<file path="src/rtl/pipeline_ctrl.sv">
// ============================================================================
// Module   : pipeline_ctrl
// Purpose  : 5-stage pipeline stall/flush controller with stall and flush counters.
// Revision : 1.0 - initial release
// ============================================================================
`default_nettype none

module pipeline_ctrl (
    input  logic        clk,
    input  logic        rst_n,
    input  logic        stall_load,
    input  logic        icache_stall,
    input  logic        dcache_stall,
    input  logic        br_taken,
    input  logic        clr_counts,
    output logic        load_pc,
    output logic        load_if_id,
    output logic        load_id_ex,
    output logic        load_ex_mem,
    output logic        load_mem_wb,
    output logic        bubble_id_ex,
    output logic        flush_if_id,
    output logic        flush_id_ex,
    output logic        flush_ex_mem,
    output logic [15:0] stall_cycles,
    output logic [15:0] flush_count
);

    typedef enum logic [1:0] {
        RUN     = 2'd0,
        BUBBLE  = 2'd1,
        FLUSHED = 2'd2,
        FREEZE  = 2'd3
    } state_t;

    localparam logic [15:0] c_CNT_MAX = 16'hFFFF;

    // Control vector: {load_pc, load_if_id, load_id_ex, load_ex_mem, load_mem_wb,
    //                  bubble_id_ex, flush_if_id, flush_id_ex, flush_ex_mem}
    localparam logic [8:0] c_CTRL_FROZEN = 9'b00000_0_000;
    localparam logic [8:0] c_CTRL_FLUSH  = 9'b11111_0_111;
    localparam logic [8:0] c_CTRL_BUBBLE = 9'b00111_1_000;
    localparam logic [8:0] c_CTRL_RUN    = 9'b11111_0_000;

    state_t      r_state;
    state_t      r_ret;
    logic [15:0] r_stall_cycles;
    logic [15:0] r_flush_count;

    state_t      w_eff;
    state_t      w_next;
    logic [8:0]  w_ctrl;
    logic        w_stall_inc;
    logic        w_flush_inc;

    always_comb begin
        w_eff       = (r_state == FREEZE) ? r_ret : r_state;
        w_next      = RUN;
        w_ctrl      = c_CTRL_RUN;
        w_stall_inc = 1'b0;
        w_flush_inc = 1'b0;
        if (dcache_stall) begin
            w_next      = FREEZE;
            w_ctrl      = c_CTRL_FROZEN;
            w_stall_inc = 1'b1;
        end else if (br_taken) begin
            w_next      = FLUSHED;
            w_ctrl      = c_CTRL_FLUSH;
            w_flush_inc = 1'b1;
        end else if (icache_stall) begin
            w_next      = RUN;
            w_ctrl      = c_CTRL_BUBBLE;
            w_stall_inc = 1'b1;
        end else if (stall_load && (w_eff == RUN)) begin
            // Only one bubble per hazard: BUBBLE/FLUSHED suppress a repeated request.
            w_next      = BUBBLE;
            w_ctrl      = c_CTRL_BUBBLE;
            w_stall_inc = 1'b1;
        end
    end

    // Outputs are forced low while reset is held, independent of the clock.
    assign {load_pc, load_if_id, load_id_ex, load_ex_mem, load_mem_wb,
            bubble_id_ex, flush_if_id, flush_id_ex, flush_ex_mem} =
           rst_n ? w_ctrl : 9'b0;

    assign stall_cycles = r_stall_cycles;
    assign flush_count  = r_flush_count;

    always_ff @(posedge clk or negedge rst_n) begin
        if (!rst_n) begin
            r_state        <= RUN;
            r_ret          <= RUN;
            r_stall_cycles <= 16'd0;
            r_flush_count  <= 16'd0;
        end else begin
            r_state <= w_next;
            // While frozen the effective state is ret itself, so this also holds it.
            if (dcache_stall)
                r_ret <= w_eff;

            if (clr_counts)
                r_stall_cycles <= 16'd0;
            else if (w_stall_inc && (r_stall_cycles != c_CNT_MAX))
                r_stall_cycles <= r_stall_cycles + 16'd1;

            if (clr_counts)
                r_flush_count <= 16'd0;
            else if (w_flush_inc && (r_flush_count != c_CNT_MAX))
                r_flush_count <= r_flush_count + 16'd1;
        end
    end

endmodule

`default_nettype wire
</file>
<file path="config.mk">
export PLATFORM = sky130hd
export DESIGN_NAME = pipeline_ctrl
export DESIGN_NICKNAME = d
export VERILOG_FILES = /design/src/rtl/pipeline_ctrl.sv
export SDC_FILE = /design/constraint.sdc
export NUM_CORES = 1
export LEC_CHECK = 0
export CORE_MARGIN = 8
export CORE_UTILIZATION = 36
export DETAILED_ROUTE_END_ITERATION = 8
export RECOVER_POWER = 25
export SLEW_MARGIN = 20
export SYNTH_ARGS = -nofsm -noshare
export SYNTH_HDL_FRONTEND = slang
export SYNTH_SLANG_ARGS = --single-unit
</file>
<file path="constraint.sdc">
create_clock -name clk -period 1.9 [get_ports clk]
set_input_delay 0.19 -clock clk [delete_from_list [all_inputs] [get_ports clk]]
set_output_delay 0.19 -clock clk [all_outputs]
set_load 0.05 [all_outputs]
</file>
Word-level counts from Yosys, hierarchy flattened --
Index checks and enable logic that the tools add are counted.
Storage, ports and cells: flip-flop bits (word level) 36, input port bits 7, word-level logic and storage cells 35
Operators by class: $add $sub $neg 2, equality and inequality tests 3, muxes and demuxes 20, reduce and logical (&&, ||, !) cells 6
Operators with widths (number):
- 16-bit 2-to-1 mux | 4
- 9-bit 2-to-1 mux | 5
- 16-bit by 1-bit adder with 16-bit output (second input constant) | 2
- 16-bit inequality test (second input constant) | 2
- 1-bit 2-to-1 mux | 8
- 2-bit 2-to-1 mux | 3
- 2-bit nonzero test | 2
- 1-bit logical AND | 3
- 2-bit equality test (second input constant) | 1
- 2-bit zero test | 1

Logic depth before layout (Yosys ltp) --
depth after elaboration 11, depth in mapped cells 7, depth with buffers taken out 6

Worst setup path after synthesis --
OpenSTA, ideal clock, no wires.
path kind input to output, start point input port rst_n, end point output port bubble_id_ex, arrival 2.291 ns, required time 1.710 ns, setup slack -0.581 ns, stages 2, path buffers 0, cell sequence nor2b_1 nor3b_1
Between the ends: cells in the longest elaborated chain, start to end 1
Ends and longest elaborated chain:
- start: declaration | line 10 | input logic rst_n,
- 9-bit 2-to-1 mux | line 85 | rst_n ? w_ctrl : 9'b0;
- end: declaration | line 21 | output logic bubble_id_ex,
No other way between the ends.

Final worst setup path --
start point register r_stall_cycles[1] (netlist: stall_cycles[1]), end point register r_stall_cycles[11] (netlist: stall_cycles[11])
Between the ends: cells in the longest elaborated chain, start to end 3, elaborated cells between the ends (all ways) 6, classes of those cells add/sub: 1; eq/ne: 1; mux: 2; reduce/logical: 2
Ends and longest elaborated chain:
- start: declaration | line 47 | logic [15:0] r_stall_cycles;
- start signal: assignment | line 105 | r_stall_cycles <= r_stall_cycles + 16'd1;
- 16-bit by 1-bit adder with 16-bit output / 16-bit inequality test (equally long branches) | line 105, 104
- 16-bit 2-to-1 mux / 1-bit logical AND (equally long branches) | line 104 | else if (w_stall_inc && (r_stall_cycles != c_CNT_MAX))
- 16-bit 2-to-1 mux / 2-bit nonzero test (equally long branches)
Parallel ways exist; a longest one is shown, timed or not. The select of a mux whose other input is x is not followed. A chain may end at the register's enable or synchronous reset.

==> results.sh <==
export IMPL_status="complete, no violations"
export IMPL_worst_pin_slew_ps=903
export IMPL_finalCriticalPeriod_ps=1830
export IMPL_synth_xor_area_share=0.0474
export IMPL_pwr_density_cell_nw_per_um2=552
export IMPL_die_width_um=91.1
export IMPL_drtAntennaViolNets=0
export IMPL_via_per_inst=5.14
export IMPL_cts_sinks=36
export IMPL_cts_reportedPaths_clkPinSlew_ps=80
export IMPL_use_met3=0.0395
export IMPL_drcViolationCount=0
export IMPL_synth_top_cell_area_share=0.443
export IMPL_worst_ir_drop_vdd_mv=0.269
export IMPL_worstPathRequired_ps=2120
export IMPL_finalCritPeriodShare=0.962
export IMPL_hp_class="input port to async pin"
export IMPL_yosys_area_top_type="dfrtp_1"
export IMPL_ys_ff_latch=36
export IMPL_via_count=1810
export IMPL_nNetsFinal=288
export IMPL_fp_coreArea_um2=5470
export IMPL_cts_tree="done"
export IMPL_slew_violations=0
export IMPL_grt_pass1_vias=1838
export IMPL_worstSetupPathType="flip-flop to flip-flop"
export IMPL_synth_simple_area_share=0.277
export IMPL_synth_edf_count=0
export IMPL_portBuffers=47
export IMPL_r2r_cells=7
export IMPL_clk_latency_ps=290
export IMPL_grt_max_degree=37
export IMPL_ys_warnings_count=0
export IMPL_clock_fmax_ghz=0.547
export IMPL_p_comb_frac=0.165
export IMPL_grt_antenna_before_repair=0
export IMPL_cts_buffers=5
export IMPL_relSlewSlack=0.398
export IMPL_synth_compound_gate_area_share=0.150
export IMPL_swShare=0.276
export IMPL_rr_endpoint="stall_cycles[11]"
export IMPL_setup_viol=0
export IMPL_synthAdderAreaFrac=0.0123
export IMPL_track_usage=0.133
export IMPL_grt_pass1_wl_um=9100
export IMPL_clockPowerShare=0.348
export IMPL_syn_avg_cell_area_um2=9.68
export IMPL_diodes=0
export IMPL_postSynthCellCount=210
export IMPL_final_common_cell="clkdlybuf4s50_1"
export IMPL_synth_top_family_by_area="simple AND/OR/NAND/NOR gates"
export IMPL_gp_congestion=0.791
export IMPL_totalPowerFinal_mw=1.64
export IMPL_r2r_slack_ps=70
export IMPL_wl_um=5290
export IMPL_hold_viol_final=0
export IMPL_gr_total_overflow=0
export IMPL_final_cell_mix="37 x clkdlybuf4s50_1, 27 x dfrtp_2, 27 x buf_4"
export IMPL_drtIter0Drc=131
export IMPL_cts_root_buf="clkbuf_8"
export IMPL_async_flop_share=1.00
export IMPL_path_max_fanout=8
export IMPL_cts_hold_buf=0
export IMPL_die_y_um=91.1
export IMPL_arrival_ps=2050
export IMPL_die_area_um2=8300
export IMPL_start_util=0.371
export IMPL_p_switching_mw=0.454
export IMPL_grtUsageMet1=0.173
export IMPL_routedWlPerCell_um=15.0
export IMPL_synth_nets=219
export IMPL_drive_above_1_share=0.354
export IMPL_use_met2=0.201
export IMPL_p_leak_nw=1.16
export IMPL_ys_top_cells_by_area="dfrtp_1 44%, nor2_1 4.1%, a21oi_1 3.4%"
export IMPL_syn_to_final_growth_pct=46.6
export IMPL_ys_flop_type="dfrtp_1"
export IMPL_num_io_pins=48
export IMPL_dr_pass1_iters=4
export IMPL_pwr_share_seq=0.487
export IMPL_clock_path_buffers=2
export IMPL_synthMuxAreaShare=0.0179
export IMPL_synth_cell_types=51
export IMPL_synth_seq_area_share=0.443
export IMPL_hpwl_um=3940
export IMPL_top_usage_layer="met2"
export IMPL_end_kind="flip-flop"
export IMPL_h_tree_depth=2
export IMPL_worst_setup_path_start_kind="flip-flop"
export IMPL_tns_ps=0
export IMPL_cap_viol_max_count=0
export IMPL_rows=27
export IMPL_synth_area_um2=2030
export IMPL_p_int_mw=1.19
export IMPL_clock_skew_final_ps=6.91
export IMPL_r2r_start="stall_cycles[1]"
[state kept, by name, indices dropped and copies added, names as in the netlist]
register / flops
stall_cycles: 16
flush_count: 16
r_state: 2
r_ret: 2
[power groups by stage]
stage / combinational [mW] / sequential (mW) / clock, mW
finish: 0.271 / 0.801 / 0.572
global route: 0.294 / 0.803 / 0.624
CTS: 0.267 / 0.802 / 0.594
detailed placement: 0.265 / 0.817 / 0
global placement: 0.264 / 0.818 / 0
floorplan: 0.108 / 0.849 / 0
[kinds of logic (layout without fill, tap and decap cells)]
family	Yosys count	in the layout
simple gates	92	92
compound gates	46	46
flops	36	36
buf+inv	20	90
xor+xnor	11	11
mux	3	3
fa+ha+maj	2	2
[repair_timing]
action                     4_1_cts  5_1_grt
gates resized for setup          2        3
pin swaps                        0        1
setup endpoints to repair        2        8
hold endpoints to repair         0        0
setup buffers                    0        1
[synthesized netlist by cell type, types with 2 or more instances]
cell / number
nor3_1: 5
o21ba_2: 2
or3_1: 8
xnor2_1: 5
a21oi_1: 14
and2b_2: 2
o31ai_1: 4
o21ai_0: 10
and4_1: 3
and4b_1: 2
or2_2: 2
and2_1: 2
and3_1: 3
a211oi_1: 6
inv_1: 7
o211ai_1: 2
xor2_1: 6
clkbuf_1: 5
nand4_4: 2
buf_4: 5
nor2_1: 22
nand4_1: 4
ha_1: 2
dfrtp_1: 36
nand3_1: 7
or4_1: 3
nand2_1: 15
nor2b_1: 3
[stage by stage]
step	hold WS (ps)	util	cell area [µm²]	setup slack [ps]	instances
floorplan	-106	-	2100	0.902	210
global placement	336	0.524	2870	-170	343
detailed placement	329	0.524	2870	-199	343
CTS	4.07	0.541	2960	51.0	351
global route	326	0.544	2980	-0.877	352
finish	240	0.544	2980	72.5	352
[worst max-delay path, stage by stage, from the launching register on]
cell	delay (ps)
dfrtp_2	440
ha_4	170
and2_1	190
nand4_1	140
o211ai_1	110
buf_4	180
or4_1	390
a21oi_1	140
[per-layer routing]
layer	share of wire	up-vias
li1	-	894
met1	0.50	865
met2	0.44	46
met3	0.045	5
met4	0.014	0
met5	0	-
[how the worst max path moves through the flow]
| stage | start | endpoint | slack (ps) | cells past startpoint |
|---|---|---|---|---|
| after floorplan | flush_count[14] | flush_count[15] | 0.9 | 6 |
| after global placement | icache_stall | stall_cycles[1] | -170 | 7 |
| after detailed placement | dcache_stall | flush_count[15] | -200 | 7 |
| after CTS | stall_cycles[1] | stall_cycles[6] | 50 | 7 |
| after global routing | stall_cycles[1] | stall_cycles[6] | -0.9 | 7 |
| final | stall_cycles[1] | stall_cycles[11] | 70 | 7 |
[layout make-up]
type                    count  area (µm²)
clock buffers               6        82.6
clock inverters             2        10.0
fillers                   506        2490
inverters                   7        26.3
multi-input cells         154        1070
flip-flops and latches     36         935
well taps                  72        90.1
repair buffers             75         762
No activity file was read; power rests on OpenSTA's default activity.
